--- src/rtl/btn_pkg.sv ---
// rtl/btn_pkg.sv - shared state codes and status-word layout for the button reader
package btn_pkg;

  typedef enum logic [2:0] {
    ST_IDLE     = 3'd0,
    ST_DB_PRESS = 3'd1,
    ST_PRESSED  = 3'd2,
    ST_HELD     = 3'd3,
    ST_DB_REL   = 3'd4
  } btn_state_e;

  localparam int STATE_W        = 3;
  localparam int STAT_LEVEL     = 0;
  localparam int STAT_LONG      = 1;
  localparam int STAT_STATE_LSB = 2;
  localparam int STAT_CNT_LSB   = 8;

endpackage

--- src/rtl/sync_2ff.sv ---
// rtl/sync_2ff.sv - two-flop synchronizer for a single asynchronous level
module sync_2ff #(
  parameter logic RESET_VAL = 1'b0
) (
  input  logic clk,
  input  logic rst_n,
  input  logic d_i,
  output logic q_o
);

  logic meta_q, meta_d;
  logic sync_q, sync_d;

  always_comb begin
    meta_d = d_i;
    sync_d = meta_q;
  end

  always_ff @(posedge clk or negedge rst_n) begin
    if (!rst_n) begin
      meta_q <= RESET_VAL;
      sync_q <= RESET_VAL;
    end else begin
      meta_q <= meta_d;
      sync_q <= sync_d;
    end
  end

  assign q_o = sync_q;

endmodule

--- src/rtl/gpio_button_reader.sv ---
// rtl/gpio_button_reader.sv - debounced push-button reader with press/release/long events
// and a packed status word for the PS GPIO input channel.
module gpio_button_reader
  import btn_pkg::*;
#(
  parameter int unsigned DEBOUNCE_CYCLES = 500_000,
  parameter int unsigned LONG_CYCLES     = 25_000_000,
  parameter bit          ACTIVE_LOW      = 1'b1,
  parameter int unsigned CNT_W           = 8
) (
  input  logic             clk,
  input  logic             rst_n,
  input  logic             btn_in,
  input  logic             clr_i,
  output logic             level_o,
  output logic             press_o,
  output logic             release_o,
  output logic             long_o,
  output logic             long_flag_o,
  output logic [CNT_W-1:0] press_cnt_o,
  output logic [31:0]      status_o
);

  localparam int unsigned DB_W   = $clog2(DEBOUNCE_CYCLES);
  localparam int unsigned LONG_W = $clog2(LONG_CYCLES);
  localparam logic [DB_W-1:0]   DB_LAST   = DB_W'(DEBOUNCE_CYCLES - 1);
  localparam logic [LONG_W-1:0] LONG_LAST = LONG_W'(LONG_CYCLES - 1);

  logic btn_sync;
  logic clr_sync;
  logic btn_s;
  logic clr_pulse;

  btn_state_e        state_q, state_d;
  logic [DB_W-1:0]   db_t_q, db_t_d;
  logic [LONG_W-1:0] hold_t_q, hold_t_d;
  logic              long_fired_q, long_fired_d;
  logic              clr_prev_q, clr_prev_d;
  logic              level_q, level_d;
  logic              press_q, press_d;
  logic              release_q, release_d;
  logic              long_q, long_d;
  logic              long_flag_q, long_flag_d;
  logic [CNT_W-1:0]  cnt_q, cnt_d;

  // The pin idles at its inactive level, so reset the synchronizer there.
  sync_2ff #(.RESET_VAL(ACTIVE_LOW ? 1'b1 : 1'b0)) u_btn_sync (
    .clk   (clk),
    .rst_n (rst_n),
    .d_i   (btn_in),
    .q_o   (btn_sync)
  );

  sync_2ff #(.RESET_VAL(1'b0)) u_clr_sync (
    .clk   (clk),
    .rst_n (rst_n),
    .d_i   (clr_i),
    .q_o   (clr_sync)
  );

  assign btn_s      = ACTIVE_LOW ? ~btn_sync : btn_sync;
  assign clr_prev_d = clr_sync;
  assign clr_pulse  = clr_sync & ~clr_prev_q;

  always_comb begin
    state_d      = state_q;
    db_t_d       = db_t_q;
    hold_t_d     = hold_t_q;
    long_fired_d = long_fired_q;
    level_d      = level_q;
    press_d      = 1'b0;
    release_d    = 1'b0;
    long_d       = 1'b0;
    cnt_d        = cnt_q;
    long_flag_d  = long_flag_q;

    // Clear is applied first so a coincident press or long event overrides it.
    if (clr_pulse) begin
      cnt_d       = '0;
      long_flag_d = 1'b0;
    end

    unique case (state_q)
      ST_IDLE: begin
        if (btn_s) begin
          state_d = ST_DB_PRESS;
          db_t_d  = '0;
        end
      end
      ST_DB_PRESS: begin
        if (!btn_s) begin
          state_d = ST_IDLE;
        end else if (db_t_q == DB_LAST) begin
          state_d      = ST_PRESSED;
          press_d      = 1'b1;
          level_d      = 1'b1;
          cnt_d        = cnt_d + CNT_W'(1);
          hold_t_d     = '0;
          long_fired_d = 1'b0;
        end else begin
          db_t_d = db_t_q + DB_W'(1);
        end
      end
      ST_PRESSED: begin
        if (!btn_s) begin
          state_d = ST_DB_REL;
          db_t_d  = '0;
        end else if (hold_t_q == LONG_LAST) begin
          state_d      = ST_HELD;
          long_d       = 1'b1;
          long_flag_d  = 1'b1;
          long_fired_d = 1'b1;
        end else begin
          hold_t_d = hold_t_q + LONG_W'(1);
        end
      end
      ST_HELD: begin
        if (!btn_s) begin
          state_d = ST_DB_REL;
          db_t_d  = '0;
        end
      end
      ST_DB_REL: begin
        // A rejected release resumes where the hold left off; hold_t stays frozen.
        if (btn_s) begin
          state_d = long_fired_q ? ST_HELD : ST_PRESSED;
        end else if (db_t_q == DB_LAST) begin
          state_d   = ST_IDLE;
          release_d = 1'b1;
          level_d   = 1'b0;
        end else begin
          db_t_d = db_t_q + DB_W'(1);
        end
      end
      default: begin
        state_d = ST_IDLE;
      end
    endcase
  end

  always_ff @(posedge clk or negedge rst_n) begin
    if (!rst_n) begin
      state_q      <= ST_IDLE;
      db_t_q       <= '0;
      hold_t_q     <= '0;
      long_fired_q <= 1'b0;
      clr_prev_q   <= 1'b0;
      level_q      <= 1'b0;
      press_q      <= 1'b0;
      release_q    <= 1'b0;
      long_q       <= 1'b0;
      long_flag_q  <= 1'b0;
      cnt_q        <= '0;
    end else begin
      state_q      <= state_d;
      db_t_q       <= db_t_d;
      hold_t_q     <= hold_t_d;
      long_fired_q <= long_fired_d;
      clr_prev_q   <= clr_prev_d;
      level_q      <= level_d;
      press_q      <= press_d;
      release_q    <= release_d;
      long_q       <= long_d;
      long_flag_q  <= long_flag_d;
      cnt_q        <= cnt_d;
    end
  end

  always_comb begin
    status_o                                  = '0;
    status_o[STAT_LEVEL]                      = level_q;
    status_o[STAT_LONG]                       = long_flag_q;
    status_o[STAT_STATE_LSB +: STATE_W]       = state_q;
    status_o[STAT_CNT_LSB +: CNT_W]           = cnt_q;
  end

  assign level_o     = level_q;
  assign press_o     = press_q;
  assign release_o   = release_q;
  assign long_o      = long_q;
  assign long_flag_o = long_flag_q;
  assign press_cnt_o = cnt_q;

endmodule

--- config.mk ---
export PLATFORM = sky130hd
export DESIGN_NAME = gpio_button_reader
export DESIGN_NICKNAME = d
export VERILOG_FILES = /design/src/rtl/btn_pkg.sv /design/src/rtl/sync_2ff.sv /design/src/rtl/gpio_button_reader.sv
export SDC_FILE = /design/constraint.sdc
export NUM_CORES = 1
export LEC_CHECK = 0
export ABC_AREA = 1
export CORE_ASPECT_RATIO = 1.25
export CORE_MARGIN = 2
export CORE_UTILIZATION = 25
export CTS_CLUSTER_DIAMETER = 50
export DETAILED_ROUTE_END_ITERATION = 7
export GPL_TIMING_DRIVEN = 0
export SETUP_SLACK_MARGIN = 0.1
export SLEW_MARGIN = 20
export SYNTH_ARGS = -nofsm -noshare
export SYNTH_HDL_FRONTEND = slang
export SYNTH_SLANG_ARGS = --single-unit
export TNS_END_PERCENT = 30
--- constraint.sdc ---
create_clock -name clk -period 1.85 [get_ports clk]
set_input_delay 0.4625 -clock clk [delete_from_list [all_inputs] [get_ports clk]]
set_output_delay 0.4625 -clock clk [all_outputs]
set_load 0.02 [all_outputs]
==> reports/qor.yml, run 1 <==
status: "finished clean"
startpoint: "db_t_q[1]"
grt_use_total_pct: 12.6
coreArea_um2: 16900
power_mw: 5.17
slowest_stage: "dfrtp_1"
fin_crit_sh_pct: 99.4
critical_path_class: "reg -> reg"
ir_drop_mv: 0.601
area_delta_synth_final_pct: 27.6
r2r_end: "hold_t_q[24]"
grt_overflow: 0
drive_gt1_share_pct: 21.8
power.density_nw_per_um2: 936
ys_seq_elements: 66
maxSlewViolCount: 0
cpPeakStageDelay_ns: 0.40
wl_per_cell_um: 12.6
portBuffers: 29
critPathMaxFanout: 10
worstSetupEndpointType: "flop"
rows: 53
fin_crit_ns: 1.84
holdBufCountCts: 0
r2r_slack_ns: 0.01
num_vias: 4006
grt_max_degree: 35
dr.first_iter.drc_count: 251
fmax_mhz: 544
post_drt_via_cell_ratio: 4.46
wl_met2_um: 6020
cts_buffers: 9
hold_violations: 0
worstSkewPairLatency_ns: 0.33
fp.dieW_um: 122
stdcell_count: 899
synth_top_area_share_pct: 37.0
clk_pin_slew_ns: 0.05
placed_area_um2: 5000
ys.warnings.count: 0
synth.avg_cell_area_um2: 7.22
cts.sinks: 66
path_cells: "ha_4 > nand2_4 > nor2_4 > inv_4 > nor2_4 > nand2_4 > a21oi_4 > nand2_2 > buf_8 > buf_12 > nand2_2 > o21ai_2"
grt_pass1_wl_um: 18300
dpl.cell_count: 868
initial_core_util_pct: 25.6
antenna_left: 0
die_h_um: 151
synth_area_leaders: "dfrtp_1 (37%), nand2_1 (14%), nor2_1 (6.4%)"
n_antenna_cell: 0
synth_seq_area_share_pct: 38.2
wl_met1_um: 4700
place_congestion: 0.871
endpoint: "hold_t_q[24]"
top_layer: "met4"
drv_cap: 0
first_pass_iters: 6
leakagePower_nw: 2.51
cp.arrival_ns: 2.06
finalSetupViolCount: 0
rsz0062_at_grt: "true"
met3_length_um: 434
drt-total-wl_um: 11300
timing.rr.start: "db_t_q[1]"
cp-start-kind: "flop"
hpwl_um: 8350
hp-class: "in -> async"
grt_pass1_vias: 3721
ctsRootBufferMaster: "clkbuf_16"
drcViolationCount: 0
htree_levels: 3
reg2reg_depth: 12
final_nets: 682
syn-instance-count: 600
io_pins: 49
yosys.area.top_type: "dfrtp_1"
synth_cell_types: 38
die-area_um2: 18400
finalInstanceArea_um2: 5530
synth.cell_area_um2: 4330
antenna_found_initial: 0
cts_tree: "done"
cp.required_ns: 2.07
skew_ns: 0.00496
setup-tns-final_ns: 0
clock_path_buffers: 2
[report_power, final]
group / internal, mW / switching [mW] / total (mW)
Combinational: 0.629 / 1.16 / 1.79
Sequential: 1.52 / 0.113 / 1.64
Clock: 1.14 / 0.605 / 1.75
Total: 3.30 / 1.88 / 5.17
[routing by layer]
layer | up-vias | global-route usage [%]
li1 | 2014 | -
met1 | 1899 | 14.7
met2 | 77 | 23.3
met3 | 16 | 2.82
met4 | 0 | 3.05
met5 | - | 0
[critical path: cells and delay by family (launching register included)]
kind / cells / cell delay, ns
and+or+nand+nor: 6 / 0.61
DFF: 1 / 0.40
buffers and inverters: 3 / 0.35
AOI/OAI and AO/OA: 2 / 0.20
adders and majority gates: 1 / 0.17
[cells in the final DEF, fill, tap and decap left out, types with 2 or more instances in the layout]
| cell type | count |
|---|---|
| nor2_1 | 68 |
| nor2_4 | 8 |
| o21ai_2 | 10 |
| xor2_1 | 18 |
| nand2_1 | 155 |
| clkbuf_8 | 3 |
| nor3_1 | 20 |
| dlygate4sd2_1 | 15 |
| ha_4 | 2 |
| buf_6 | 4 |
| nor2_2 | 5 |
| nand3_1 | 48 |
| dfstp_2 | 2 |
| a21oi_1 | 6 |
| inv_4 | 3 |
| dfrtp_2 | 8 |
| nor4_1 | 2 |
| o21a_1 | 2 |
| buf_4 | 56 |
| inv_2 | 3 |
| nand2_4 | 6 |
| nand3b_1 | 8 |
| clkbuf_1 | 2 |
| or2_2 | 2 |
| o21ai_1 | 10 |
| clkbuf_16 | 9 |
| xnor2_1 | 6 |
| clkdlybuf4s50_1 | 3 |
| o21ai_0 | 18 |
| dfrtp_1 | 56 |
| conb_1 | 19 |
| nand2_2 | 14 |
| buf_12 | 3 |
| nand4_1 | 15 |
| inv_1 | 54 |
[cell usage after synthesis (all sizes together)]
cell type	n
dfrtp	64
dfstp	2
or2	2
clkbuf	4
a31o	1
nor4	2
nor2	81
ha	3
xnor2	6
o22ai	1
nand2	175
a21oi	7
o21a	2
o21ai	38
conb	1
nand4	15
a21o	1
xor2	18
a22oi	1
buf	37
nand3b	8
nand3	49
nor3	21
inv	60
o31ai	1
[sequential cells by signal (all words and copies together), names as in the netlist, 3 cells and up]
name	cells
db_t_q	19
state_q	3
press_cnt_o	8
hold_t_q	25
[layout make-up]
cell class                      instances  area, um2
Tap cell                              220        275
Clock inverter                          2       35.0
Fill cell                            1805      11400
Clock buffer                           13        270
Inverter                               60        233
Timing Repair Buffer                   46        388
Sequential cell                        66       1660
Buffer                                 41        339
Multi-Input combinational cell        451       2320
[timing repair]
item | CTS | global route
gates resized for setup | 48 | 32
pin swaps | 3 | 12
endpoints found under the setup margin | 78 | 49
setup buffers | 8 | 8
[stage by stage]
step | setup WS (ns) | hold WS (ns) | utilization, %
after floorplan | 0.101 | 0.167 | -
after global placement | -2.10 | 0.336 | 29.5
after detailed placement | -0.230 | 0.350 | 29.6
after CTS | 0.00871 | 0.0983 | 31.8
after global routing | -0.0605 | 0.109 | 32.7
final | 0.0114 | 0.0866 | 32.7
[worst min-delay path by stage]
stage | end | slack (ns) | cells after the start
after floorplan | clr_prev_q | 0.17 | 0
after global placement | u_clr_sync.q_o | 0.34 | 0
after detailed placement | u_clr_sync.q_o | 0.35 | 0
after CTS | hold_t_q[21] | 0.1 | 1
after global routing | hold_t_q[21] | 0.11 | 1
final | hold_t_q[21] | 0.09 | 1
[cells by family (layout without fill, tap and decap cells)]
group / after synthesis / after routing / synth area share [%]
other: 1 / 19 / 0.0866
xor gates and xnor gates: 24 / 24 / 4.85
AOI/OAI and AO/OA: 52 / 52 / 7.37
and+or+nand+nor: 353 / 353 / 36.4
DFF: 66 / 66 / 38.2
buffers and inverters: 101 / 162 / 12.3
adders and majority gates: 3 / 3 / 0.867
No activity file was read; power rests on OpenSTA's default activity.
==> run 2, diff against run 1 <==
--- a/config.mk
+++ b/config.mk
@@ -11,9 +11,9 @@
 export CORE_UTILIZATION = 25
 export CTS_CLUSTER_DIAMETER = 50
 export DETAILED_ROUTE_END_ITERATION = 7
-export GPL_TIMING_DRIVEN = 0
+export GPL_TIMING_DRIVEN = 1
 export SETUP_SLACK_MARGIN = 0.1
-export SLEW_MARGIN = 20
+export SLEW_MARGIN = 40
 export SYNTH_ARGS = -nofsm -noshare
 export SYNTH_HDL_FRONTEND = slang
 export SYNTH_SLANG_ARGS = --single-unit
==> run 2 against run 1 <==
Compared with the run above:
- design area up 3.3%
- total power down 1.9%
- fmax up 7.8%
- highest routed layer unchanged
==> reports/qor.yml, run 2 (synthesis gave the netlist of run 1 again) <==
fin_crit_sh_pct: 92.2
switchingPower_mw: 1.85
place_congestion: 0.960
crit_family: "buffers and inverters"
hpwl_um: 8290
grt_pass1_vias: 3811
leakagePower_nw: 2.84
drv_cap: 0
fill_cells: 1808
finalSetupViolCount: 0
post_drt_via_cell_ratio: 4.47
htree_levels: 3
holdBufCountCts: 0
clk_pin_slew_ns: 0.06
antenna_left: 0
critPathMaxFanout: 1
path_cells: "clkdlybuf4s50_1"
cts_tree: "done"
p_clk_share_pct: 33.3
drive_gt1_share_pct: 23.3
p_sw_share_pct: 36.5
seqCellArea_um2: 1660
dr.first_iter.drc_count: 202
ctsRootBufferMaster: "clkbuf_16"
area_delta_synth_final_pct: 31.8
cts_buffers: 9
multi_input_area_um2: 2410
hold_violations: 0
wl_per_cell_um: 12.6
largest_reg_flops: 25
critical_path_class: "reg -> out"
maxSlewViolCount: 0
grt_max_degree: 67
cp-start-kind: "flop"
grt_pass1_wl_um: 17900
antenna_found_initial: 0
power_report.internal_total_mw: 3.23
power.density_nw_per_um2: 889
cp.arrival_ns: 1.24
cp.required_ns: 1.39
die_h_um: 151
dp_slack_ns: 0.0947
worstSkewPairLatency_ns: 0.34
ir_drop_mv: 0.426
setup_ws_ns: 0.145
top_register: "hold_t_q"
first_pass_iters: 4
n_antenna_cell: 0
initial_core_util_pct: 25.6
num_vias: 4033
hp-class: "in -> async"
pwr-share-comb_pct: 34.7
drt-total-wl_um: 11300
cts.sinks: 66
io_pins: 49
setup-tns-final_ns: 0
drcViolationCount: 0
status: "finished clean"
grt_use_total_pct: 12.4
final_common_cell: "nand2_1"
portBuffers: 29
slowest_stage: "clkdlybuf4s50_1"
clock_path_buffers: 2
grt_overflow: 0
final_nets: 685
final_cell_mix: "nand2_1 (146), nor2_1 (64), dfrtp_1 (61)"
fmax_mhz: 587
fp.dieW_um: 122
fin_crit_ns: 1.70
rsz0062_at_grt: "true"
coreArea_um2: 16900
rows: 53
cpPeakStageDelay_ns: 0.59
skew_ns: 0.00627
seq_power_share_pct: 32.0
worstSetupEndpointType: "primary output"
cp.buffers_inverters: 1
die-area_um2: 18400
-- run 2: cell types whose count changed in the layout (fill, tap and decap cells not counted), moves of 4 or more --
cell            change
nor2_1              -4
nor3_2              +4
nor2_2              +6
dlymetal6s2s_1     +17
nor3_1              -4
nand2_2             +7
dfrtp_2             -5
nand2_1             -9
dfrtp_1             +5
dlygate4sd2_1       -7
-- run 2: metrics by stage --
step	std cells	hold slack (ns)	area, um2	power [mW]	util [%]
final	902	0.141	5710	5.08	33.8
after global routing	902	0.182	5710	5.37	33.8
after CTS	895	0.161	5380	4.83	31.8
after detailed placement	880	0.337	5100	3.15	30.2
after global placement	880	0.341	5100	3.14	30.2
after floorplan	618	0.167	4420	2.62	-
-- run 2: path summary, 6_finish.rpt --
kind                                    from           endpoint  slack, ns  cells past startpoint
max in group asynchronous              rst_n  u_btn_sync.meta_q       1.39                      2
hold / removal                         rst_n        hold_t_q[1]       0.14                      2
setup / recovery                      long_o             long_o       0.15                      1
min in group clk           u_clr_sync.meta_q     u_clr_sync.q_o       0.35                      0
setup reg to reg                 hold_t_q[0]       hold_t_q[15]       0.15                      9
hold reg to reg            u_clr_sync.meta_q     u_clr_sync.q_o       0.35                      0
-- run 2: repair_timing --
action	4_1_cts	5_1_grt
gates cloned	0	1
pin swaps	0	14
resized for setup	8	81
setup endpoints to repair	27	65
setup buffers	0	6
hold endpoints to repair	0	0
-- run 2: area by class of cell --
class	count	share of cell area (%)
timing repair buffer	90	14.9
clock buffer	12	4.32
inverter	60	4.03
tap	220	4.82
clock inverter	3	0.701
sequential	66	29.0
multi-input combinational	451	42.2
-- run 2: power groups by stage --
stage	combinational, mW	clock, mW	sequential (mW)
global route	1.93	1.80	1.64
CTS	1.49	1.73	1.61
finish	1.76	1.69	1.62
detailed placement	1.51	0	1.64
global placement	1.50	0	1.64
floorplan	0.969	0	1.65
-- run 2: metal layers --
layer | vias up | wire length [um] | global-route usage, %
li1 | 2030 | - | -
met1 | 1901 | 4740 | 14.2
met4 | 0 | 235 | 3.74
met2 | 79 | 5970 | 22.9
met5 | - | 0 | 0
met3 | 23 | 388 | 2.60
